<file path="src/rtl/chess_turn_controller.sv">
// Turn sequencer and per-side game clock for timed chess, running on the 10 Hz OutClock.
// Optional per-move time bonus is compiled in with CHESS_TIME_INCREMENT_EN.
module chess_turn_controller #(
   parameter int TICKS_PER_SEC     = 10,
   parameter int TIME_SECONDS      = 300,
   parameter int TIME_WIDTH        = 10,
   parameter int INCREMENT_SECONDS = 2
) (
   input  logic                  OutClock,
   input  logic                  resetApp,
   input  logic                  StartGame,
   input  logic                  MoveDone,
   input  logic                  KingCaptured,
   output logic                  Player,
   output logic                  TurnActive,
   output logic [TIME_WIDTH-1:0] WhiteTime,
   output logic [TIME_WIDTH-1:0] BlackTime,
   output logic                  GameOver,
   output logic                  Winner
);

   localparam int SUB_W = (TICKS_PER_SEC > 1) ? $clog2(TICKS_PER_SEC) : 1;
   localparam int TW1   = TIME_WIDTH + 1;
   localparam logic [SUB_W-1:0]      SUB_LAST  = SUB_W'(TICKS_PER_SEC - 1);
   localparam logic [TIME_WIDTH-1:0] TIME_INIT = TIME_WIDTH'(TIME_SECONDS);

   typedef enum logic [1:0] {
      IDLE,
      WHITE_TURN,
      BLACK_TURN,
      GAME_OVER
   } state_t;

   state_t                state;
   logic [SUB_W-1:0]      SubCnt;
   logic [TIME_WIDTH-1:0] moverTime;
   logic                  subWrap;

   always_comb begin
      moverTime = Player ? WhiteTime : BlackTime;
      subWrap   = (SubCnt == SUB_LAST);
   end

`ifdef CHESS_TIME_INCREMENT_EN
   logic [TW1-1:0]        incSum;
   logic [TIME_WIDTH-1:0] bonusTime;

   always_comb begin
      incSum    = {1'b0, moverTime} + TW1'(INCREMENT_SECONDS);
      bonusTime = incSum[TIME_WIDTH] ? '1 : incSum[TIME_WIDTH-1:0];
   end
`endif

   always_ff @(posedge OutClock or posedge resetApp) begin
      if (resetApp) begin
         state      <= IDLE;
         Player     <= 1'b1;
         TurnActive <= 1'b0;
         GameOver   <= 1'b0;
         Winner     <= 1'b0;
         SubCnt     <= '0;
         WhiteTime  <= TIME_INIT;
         BlackTime  <= TIME_INIT;
      end else begin
         case (state)
            IDLE: begin
               if (StartGame) begin
                  state      <= WHITE_TURN;
                  Player     <= 1'b1;
                  TurnActive <= 1'b1;
                  SubCnt     <= '0;
               end
            end

            WHITE_TURN, BLACK_TURN: begin
               if (KingCaptured) begin
                  state      <= GAME_OVER;
                  TurnActive <= 1'b0;
                  GameOver   <= 1'b1;
                  Winner     <= Player;
               end else if (MoveDone) begin
                  // A decrement due on this edge is dropped: the new side starts a fresh second.
                  state  <= (state == WHITE_TURN) ? BLACK_TURN : WHITE_TURN;
                  Player <= ~Player;
                  SubCnt <= '0;
`ifdef CHESS_TIME_INCREMENT_EN
                  if (Player) WhiteTime <= bonusTime;
                  else        BlackTime <= bonusTime;
`endif
               end else begin
                  SubCnt <= subWrap ? '0 : SubCnt + 1'b1;
                  if (subWrap) begin
                     if (moverTime > TIME_WIDTH'(1)) begin
                        if (Player) WhiteTime <= moverTime - 1'b1;
                        else        BlackTime <= moverTime - 1'b1;
                     end else begin
                        if (Player) WhiteTime <= '0;
                        else        BlackTime <= '0;
                        state      <= GAME_OVER;
                        TurnActive <= 1'b0;
                        GameOver   <= 1'b1;
                        Winner     <= ~Player;
                     end
                  end
               end
            end

            GAME_OVER: begin
            end

            default: state <= IDLE;
         endcase
      end
   end

endmodule
</file>
<file path="config.mk">
export PLATFORM = sky130hd
export DESIGN_NAME = chess_turn_controller
export DESIGN_NICKNAME = d
export VERILOG_FILES = /design/src/rtl/chess_turn_controller.sv
export SDC_FILE = /design/constraint.sdc
export NUM_CORES = 1
export LEC_CHECK = 0
export BUFFER_PORTS_ARGS = -buffer_cell sky130_fd_sc_hd__buf_2
export CORE_ASPECT_RATIO = 1.4
export CORE_MARGIN = 5
export CORE_UTILIZATION = 35
export DETAILED_ROUTE_END_ITERATION = 16
export PLACE_DENSITY_LB_ADDON = 0.12
export SYNTH_ARGS = -nofsm -noshare
export SYNTH_HDL_FRONTEND = slang
export SYNTH_SLANG_ARGS = --single-unit
export TNS_END_PERCENT = 50
</file>
<file path="constraint.sdc">
create_clock -name OutClock -period 3.2 [get_ports OutClock]
set_input_delay 0.32 -clock OutClock [delete_from_list [all_inputs] [get_ports OutClock]]
set_output_delay 0.32 -clock OutClock [all_outputs]
set_load 0.005 [all_outputs]
</file>
# Word-level counts from Yosys, hierarchy flattened
# Cells that the tools add are included.
# op_classes
add_sub_neg,2
mul,0
div,0
magnitude_cmp,1
eq_ne,13
shift,0
mux,36
n_bitwise,3
n_reduce_logical,11
# op_table
cell,count
two-way mux 10 bit,7
two-way mux 4 bit,4
two-way mux 1 bit,15
AND reduction 5 bit,3
two-way mux 2 bit,6
AND reduction 4 bit,3
greater-than comparator 10 x 1 -> 1 bit (second input constant),1
subtractor 10 x 1 -> 10 bit (second input constant),1
!= test 3 bit (second input constant),3
!= test 2 bit (second input constant),4
!= test 4 bit (second input constant),2
one-hot mux 4 bit (2 select lines),1
adder 4 x 1 -> 4 bit (second input constant),1
equality test 4 bit (second input constant),1
one-hot mux 1 bit (2 select lines),2
one-hot mux 2 bit (2 select lines),1
nonzero test 2 bit,2
inverter 1 bit,3
AND reduction 3 bit,1
equality test 2 x 1 -> 1 bit (second input constant),1
equality test 2 bit (second input constant),1
zero test 2 bit,1
!= test 2 x 1 -> 1 bit (second input constant),1
OR reduction 2 bit,1
# word_totals
ff_bits,30
latch_bits,0
ram_bits,0
romBits,0
inputBits,5
out_inout_bits,24
wordCells,74
memories,0

# Logic depth before layout (Yosys ltp)
# Gate-level depths: netlist (run 1).
# depth
depth_word,7
depth_mapped,10
mapped_depth_nobuf,7

# Worst setup path after synthesis (run 1)
# Ideal clock, no wire load.
# synth_timing
path_kind,reg2reg
from,register Player
to,register Winner
setup_time_ns,0.128
arrival_ns,2.505
path_slack_ns,0.568
path_stages_with_launch,11
synth_period_minus_slack_ns,2.632
cell_sequence,dfstp_2 -> buf_6 -> buf_2 -> mux2i_1 -> inv_1 -> ha_1 -> o221a_2 -> and2_1 -> buf_6 -> a32oi_2 -> mux2_1
# synth_via
elab_chain_len,5
word_cells_on_any_way,9
classes_between,1 x order compare; 1 x eq/ne; 5 x mux; 1 x bitwise; 1 x reduce/logical
# synth_lines
item,line,rtl
from (decl),14,"output logic Player,"
from (signal assigned),84,Player <= ~Player;
"parallel branches: the longest is 5 deep, another holds greater-than comparator 10 x 1 -> 1 bit",-,
to (signal assigned),80,Winner <= Player;
to (signal assigned),102,Winner <= ~Player;
to (decl),19,output logic Winner
# Several ways; the timed one is not identified. The select of a mux whose other input is x is not followed.
# A chain may end at the register's enable or synchronous reset.

# Worst setup path after layout (run 1)
# Ends and elaborated chain as after synthesis.

==> results of run 1 <==
## power by group through the flow
stage	sequential (mW)	combinational (mW)	clock (mW)
after floorplan	0.460	0.515	0
after global placement	0.498	0.549	0
after detailed placement	0.503	0.563	0
after CTS	0.498	0.568	0.324
after global routing	0.507	0.645	0.341
final	0.498	0.564	0.310
## registers in the layout, indices dropped and copies added, names as in the netlist
| register | flops |
|---|---|
| Winner | 1 |
| TurnActive | 1 |
| SubCnt | 4 |
| WhiteTime | 10 |
| GameOver | 1 |
| Player | 1 |
| state | 2 |
| BlackTime | 10 |
## worst max-delay path: cells and delay by family (launching register included)
kind | cells | cell delay, ps
compound gates | 2 | 590
fa+ha+maj | 1 | 190
buf+inv | 1 | 80
flops | 1 | 850
mux | 2 | 710
simple gates | 1 | 280
## per-stage QoR
step / total power [mW] / cells / setup WS, ps
after floorplan: 0.976 / 176 / 568
after global placement: 1.05 / 262 / 566
after detailed placement: 1.07 / 262 / 391
after CTS: 1.39 / 270 / 381
after global routing: 1.49 / 270 / 233
final: 1.37 / 270 / 375
## cells in the final DEF, fill, tap and decap left out, types with 4 or more instances in the layout
cell type                   n
sky130_fd_sc_hd__nand2_1   31
sky130_fd_sc_hd__buf_2     28
sky130_fd_sc_hd__dfrtp_1   21
sky130_fd_sc_hd__o21ai_0   20
sky130_fd_sc_hd__dfstp_2    9
sky130_fd_sc_hd__mux2i_1    9
sky130_fd_sc_hd__nor2_1     8
sky130_fd_sc_hd__o31ai_1    8
sky130_fd_sc_hd__inv_1      7
sky130_fd_sc_hd__xnor2_1    6
sky130_fd_sc_hd__ha_1       6
sky130_fd_sc_hd__clkbuf_8   6
sky130_fd_sc_hd__nor3_1     4
## area by class of cell
cell class	count	area (um^2)	share of cell area [%]
multi-input combinational	132	875	44.2
inverter	7	26.3	1.33
clock buffer	8	90.1	4.55
sequential	30	762	38.5
timing repair buffer	29	148	7.45
tap	64	80.1	4.04
## worst paths after layout
| check | slack (ps) | from | depth (start not counted) | endpoint |
|---|---|---|---|---|
| max | 370 | Player | 7 | Winner |
| min | 320 | resetApp | 2 | Winner |
| max reg2reg | 370 | Player | 7 | Winner |
| min reg2reg | 460 | GameOver | 1 | GameOver |
| max in group asynchronous | 2210 | resetApp | 2 | WhiteTime[9] |
| min in group OutClock | 380 | StartGame | 3 | state[0] |
## metal layers
metal  global-route usage [%]  part of all wire, %  vias to the layer above
met4                     5.70                  1.7                        0
li1                         -                    -                      682
met1                     15.7                   42                      667
met3                     3.26                  3.3                        6
met5                        0                    0                        -
met2                     26.0                   53                       25
## cell families (layout without fill, tap and decap cells)
family	after synthesis	count (layout)	share of synthesized area (%)
fa+ha+maj	6	6	4.39
xor+xnor	8	8	4.10
buf+inv	14	44	4.32
mux	13	13	8.05
compound gates	41	41	15.8
simple gates	64	64	18.8
flops	30	30	44.6
==> results.sh, run 1 <==
export IMPL_antenna_violations_before_repair=0
export IMPL_die_height_um=92.7
export IMPL_synth_top_area_share_pct=30.7
export IMPL_run_status="finished, final reports clean"
export IMPL_cell_at_the_root_of_the_clock_tree="sky130_fd_sc_hd__clkbuf_8"
export IMPL_fin_crit_sh_pct=88.3
export IMPL_ys_dominant_reg_cell="sky130_fd_sc_hd__dfrtp_1"
export IMPL_design_final_nets=216
export IMPL_peakVddDrop_mv=0.324
export IMPL_i_o_pins=29
export IMPL_cts_tree="done"
export IMPL_hold_path_class="in -> async"
export IMPL_net_switching_power_uw=522
export IMPL_n_antenna_cell=0
export IMPL_grt_overflow_total=0
export IMPL_post_dp_hpwl_um=3060
export IMPL_clock_insertion_delay_worst_skew_ps=280
export IMPL_seq_area_frac_synth_pct=44.6
export IMPL_timing_clock_skew_ps=4.63
export IMPL_core_region_area_mm2=0.00480
export IMPL_post_cts_resized=0
export IMPL_report_final_setup_viol=0
export IMPL_drv_slew=0
export IMPL_clock_power_share_pct=22.6
export IMPL_synth_edf_count=0
export IMPL_cp_cell_sequence="mux2i_1 > inv_1 > ha_1 > o221a_2 > and2_1 > a32oi_2 > mux2_1"
export IMPL_hold_slack_ps=320
export IMPL_utilization_pct=41.2
export IMPL_mappedNetlistNets=187
export IMPL_netlist_top_cells_count="31 x sky130_fd_sc_hd__nand2_1, 21 x sky130_fd_sc_hd__dfrtp_1, 20 x sky130_fd_sc_hd__o21ai_0"
export IMPL_area_growth_synth_to_final_pct=15.8
export IMPL_slew_headroom_pct=25.9
export IMPL_worstPathArrival_ps=2990
export IMPL_cts_buffer_depth=2
export IMPL_finalHoldViolations=0
export IMPL_slowest_cell_on_the_critical_path="sky130_fd_sc_hd__dfstp_2"
export IMPL_post_cts_setup_buffer_count=0
export IMPL_cts_max_level=2
export IMPL_timing_setup_tns_ps=0
export IMPL_fin_area_mm2=0.00198
export IMPL_gp_congestion=0.825
export IMPL_via_per_inst=5.11
export IMPL_crit_required_ps=3360
export IMPL_cap_viol_max_count=0
export IMPL_synth_seq_cells=30
export IMPL_pwr_density_cell_mw_per_mm2=692
export IMPL_grt_max_degree=31
export IMPL_numClockSinks=30
export IMPL_drc=0
export IMPL_crit_path_max_fanout=22
export IMPL_drive_gt1_share_pct=25.2
export IMPL_synth_avg_cell_area_um2=9.72
export IMPL_fmax_mhz=354
export IMPL_post_synth_instance_area_mm2=0.00171
export IMPL_dieArea_mm2=0.00640
export IMPL_yosysTopAreaCell="sky130_fd_sc_hd__dfrtp_1"
export IMPL_initial_core_util_pct=35.6
export IMPL_cts_hold_fix_buffers=0
export IMPL_p_leak_nw=0.932
export IMPL_clk_pin_slew_worst_paths_ps=60
export IMPL_netlist_instances=176
export IMPL_sw_frac_of_total_pct=38.1
export IMPL_io_buffers=28
export IMPL_rsz0062_at_grt="false"
export IMPL_antenna_left=0
export IMPL_ys_warnings_count=0
export IMPL_die_w_um=69.1
export IMPL_first_iter_violations=45
export IMPL_unique_masters_post_synth=45
export IMPL_area_after_dpl_mm2=0.00189
export IMPL_internal_power_uw=850
export IMPL_global_route_usage_total_pct=14.2
export IMPL_core_rowCount=30
export IMPL_seq_power_share_pct=36.3
export IMPL_routed_wl_um=4100
export IMPL_vias_post_dr=1380
export IMPL_synth_async_sr_flop_share_pct=100
export IMPL_grt_pass1_wl_um=7370
export IMPL_crit_path_max_incr_delay_ps=850
export IMPL_vias_in_the_first_global_route=1553
export IMPL_first_pass_iters=4
export IMPL_path_class="reg -> reg"
export IMPL_worst_pin_slew_ps=1110
export IMPL_routed_wire_per_std_cell_um=15.2
export IMPL_worst_setup_path_end_kind="flop"
export IMPL_netlist_top_cells_area="sky130_fd_sc_hd__dfrtp_1 31%, sky130_fd_sc_hd__dfstp_2 14%, sky130_fd_sc_hd__nand2_1 6.8%"
export IMPL_setup_worst_path_start_class="flop"
export IMPL_p_comb_share_pct=41.1
export IMPL_fillers=528
export IMPL_final_period_minus_worst_setup_slack_ps=2830
export IMPL_yosysMostFrequentCell="sky130_fd_sc_hd__nand2_1"
export IMPL_tritoncts_num_buffers=5
(Power assumes the default switching activity.)
==> run 2: changes to the inputs <==
--- a/config.mk
+++ b/config.mk
@@ -5,6 +5,7 @@
 export SDC_FILE = /design/constraint.sdc
 export NUM_CORES = 1
 export LEC_CHECK = 0
+export ABC_AREA = 1
 export BUFFER_PORTS_ARGS = -buffer_cell sky130_fd_sc_hd__buf_2
 export CORE_ASPECT_RATIO = 1.4
 export CORE_MARGIN = 5
==> run 2 against run 1 <==
  * Final cell count up 26%
  * Non-clock buffer count up 2
  * Clock-buffer cell count down 1
  * Combinational power up 65%
  * Register-to-register slack better by 420 ps
  * Clock power up 3%
  * Global-route usage down 0.36 points
  * Core utilization down 0.071 points
  * Clock skew up 1.0 ps
  * Critical endpoint is now WhiteTime[8]
==> results.sh, run 2 <==
export IMPL_run_status="finished, final reports clean"
export IMPL_utilization_pct=41.2
export IMPL_routed_wire_per_std_cell_um=12.6
export IMPL_grt_max_degree=27
export IMPL_cell_at_the_root_of_the_clock_tree="sky130_fd_sc_hd__clkbuf_8"
export IMPL_core_region_area_mm2=0.00512
export IMPL_synth_avg_cell_area_um2=7.63
export IMPL_crit_path_max_fanout=13
export IMPL_gp_congestion=0.858
export IMPL_internal_power_uw=917
export IMPL_dieArea_mm2=0.00678
export IMPL_via_per_inst=4.66
export IMPL_die_height_um=95.4
export IMPL_ys_dominant_reg_cell="sky130_fd_sc_hd__dfrtp_1"
export IMPL_first_pass_iters=4
export IMPL_netlist_top_cells_area="sky130_fd_sc_hd__dfrtp_1 29%, sky130_fd_sc_hd__nand2_1 16%, sky130_fd_sc_hd__dfstp_2 13%"
export IMPL_seq_area_frac_synth_pct=41.8
export IMPL_numClockSinks=30
export IMPL_initial_core_util_pct=35.6
export IMPL_post_cts_setup_buffer_count=0
export IMPL_drc=0
export IMPL_cap_viol_max_count=0
export IMPL_clk_pin_slew_worst_paths_ps=70
export IMPL_io_buffers=28
export IMPL_yosysTopAreaCell="sky130_fd_sc_hd__dfrtp_1"
export IMPL_synth_async_sr_flop_share_pct=100
export IMPL_antenna_violations_before_repair=0
export IMPL_post_cts_resized=0
export IMPL_hold_slack_ps=278
export IMPL_pwr_density_cell_mw_per_mm2=822
export IMPL_net_switching_power_uw=815
export IMPL_cts_max_level=2
export IMPL_length_in_cells_of_the_worst_reg_to_reg_path=10
export IMPL_synth_top_area_share_pct=28.8
export IMPL_fmax_mhz=415
export IMPL_timing_clock_skew_ps=5.63
export IMPL_cts_hold_fix_buffers=0
export IMPL_fin_crit_sh_pct=75.3
export IMPL_routed_wl_um=4260
export IMPL_cts_tree="done"
export IMPL_timing_critical_path_max_delay_family="simple AND/OR/NAND/NOR gates"
export IMPL_rsz0062_at_grt="false"
export IMPL_finalHoldViolations=0
export IMPL_place_inst=331
export IMPL_synth_seq_cells=30
export IMPL_global_route_usage_total_pct=13.9
export IMPL_vias_post_dr=1579
export IMPL_synth_edf_count=0
export IMPL_ys_warnings_count=0
export IMPL_drive_gt1_share_pct=25.3
export IMPL_clock_insertion_delay_worst_skew_ps=280
export IMPL_drv_slew=0
export IMPL_area_growth_synth_to_final_pct=15.5
export IMPL_critPathBufInv=1
export IMPL_vias_in_the_first_global_route=1585
export IMPL_sw_frac_of_total_pct=47.1
export IMPL_setup_worst_path_start_class="flop"
export IMPL_mappedNetlistNets=250
export IMPL_final_setup_worst_slack_ps=790
export IMPL_report_final_setup_viol=0
export IMPL_i_o_pins=29
export IMPL_fin_area_mm2=0.00211
export IMPL_slew_headroom_pct=31.2
export IMPL_tritoncts_num_buffers=5
export IMPL_post_dp_hpwl_um=3220
export IMPL_unique_masters_post_synth=29
export IMPL_layout_cells_most_common="sky130_fd_sc_hd__nand2_1"
export IMPL_worst_pin_slew_ps=1030
export IMPL_timing_rr_start="Player"
export IMPL_hold_path_class="in -> async"
export IMPL_yosysMostFrequentCell="sky130_fd_sc_hd__nand2_1"
export IMPL_post_synth_instance_area_mm2=0.00182
export IMPL_clock_power_share_pct=18.4
export IMPL_timing_setup_tns_ps=0
export IMPL_grt_pass1_wl_um=7340
export IMPL_reg_top3="BlackTime x10, WhiteTime x10, SubCnt x4"
export IMPL_crit_required_ps=3390
export IMPL_core_rowCount=31
export IMPL_worstPathArrival_ps=2600
export IMPL_die_w_um=71.0
export IMPL_peakVddDrop_mv=0.419
export IMPL_netlist_instances=239
export IMPL_antenna_left=0
export IMPL_crit_path_max_incr_delay_ps=730
export IMPL_p_comb_share_pct=53.8
export IMPL_r2r_setup_slack_ps=790
export IMPL_r2r_end="WhiteTime[8]"
export IMPL_first_iter_violations=51
export IMPL_grt_overflow_total=0
export IMPL_area_after_dpl_mm2=0.00202
export IMPL_seq_power_share_pct=27.8
export IMPL_n_antenna_cell=0
export IMPL_final_period_minus_worst_setup_slack_ps=2410
export IMPL_p_leak_nw=1.12
export IMPL_path_class="reg -> reg"
export IMPL_cts_buffer_depth=2
export IMPL_worst_setup_path_end_kind="flop"
export IMPL_final_instance_count_excl_fill=339
export IMPL_total_power_consumption_of_the_routed_design_mw=1.73
export IMPL_cp_cell_sequence="nand2_1 > nand2_1 > inv_1 > ha_1 > or2_2 > nand3_1 > nor2_2 > nand2_2 > nand3_1 > o21ai_0"
export IMPL_design_final_nets=283
export IMPL_slowest_cell_on_the_critical_path="sky130_fd_sc_hd__dfstp_2"
export IMPL_preCtsSetupSlack_ps=791
export IMPL_netlist_top_cells_count="77 x sky130_fd_sc_hd__nand2_1, 35 x sky130_fd_sc_hd__inv_1, 21 x sky130_fd_sc_hd__dfrtp_1"
export IMPL_mostFrequentLayoutCells="77 x sky130_fd_sc_hd__nand2_1, 35 x sky130_fd_sc_hd__inv_1, 28 x sky130_fd_sc_hd__buf_2, 21 x sky130_fd_sc_hd__dfrtp_1, 16 x sky130_fd_sc_hd__nand3_1"
## run 2: cell count changes in the layout (fill, tap and decap cells not counted), sizes merged, moves of 8 or more
cell,change
inv,+30
nand3,+13
nand2,+54
mux2i,-10
o31ai,-8
o21ai,+8
## run 2: cell families (layout without fill, tap and decap cells)
family	after synthesis	after routing	share of synthesized area (%)
buffers and inverters	42	76	10.7
adders and majority gates	6	6	4.12
and+or+nand+nor	126	126	32.0
xor gates and xnor gates	4	4	1.92
AOI/OAI and AO/OA	31	31	9.46
DFF	30	30	41.8
## run 2: worst max path at each step
| stage | startpoint | endpoint | slack [ps] | cells past startpoint |
|---|---|---|---|---|
| final | Player | WhiteTime[8] | 790 | 10 |
| after global routing | Player | WhiteTime[6] | 590 | 10 |
| after CTS | Player | WhiteTime[8] | 760 | 10 |
| after detailed placement | Player | WhiteTime[8] | 790 | 10 |
| after global placement | Player | WhiteTime[8] | 830 | 10 |
| after floorplan | Player | GameOver | 950 | 12 |
## run 2: power groups by stage
stage	sequential, mW	clock (mW)	combinational (mW)
2_1_floorplan	0.457	0	0.807
3_3_place_gp	0.487	0	0.941
3_5_place_dp	0.489	0	0.941
4_1_cts	0.483	0.331	0.943
5_1_grt	0.492	0.344	1.08
6_report	0.482	0.319	0.932
## run 2: per-layer routing
layer  share of wire (%)  track usage, %  up-vias
met2                  52            24.8       34
met4                 2.5            6.43        0
met1                  41            15.7      721
met5                   0               0        -
met3                 4.7            2.95        8
li1                    -               -      816
## run 2: layout make-up
type / instances / area (um^2)
inverters: 37 / 141
clock buffers: 7 / 86.3
well taps: 66 / 82.6
repair buffers: 31 / 163
clock inverters: 1 / 5.00
multi-input cells: 167 / 867
fillers: 567 / 3010
flip-flops and latches: 30 / 762
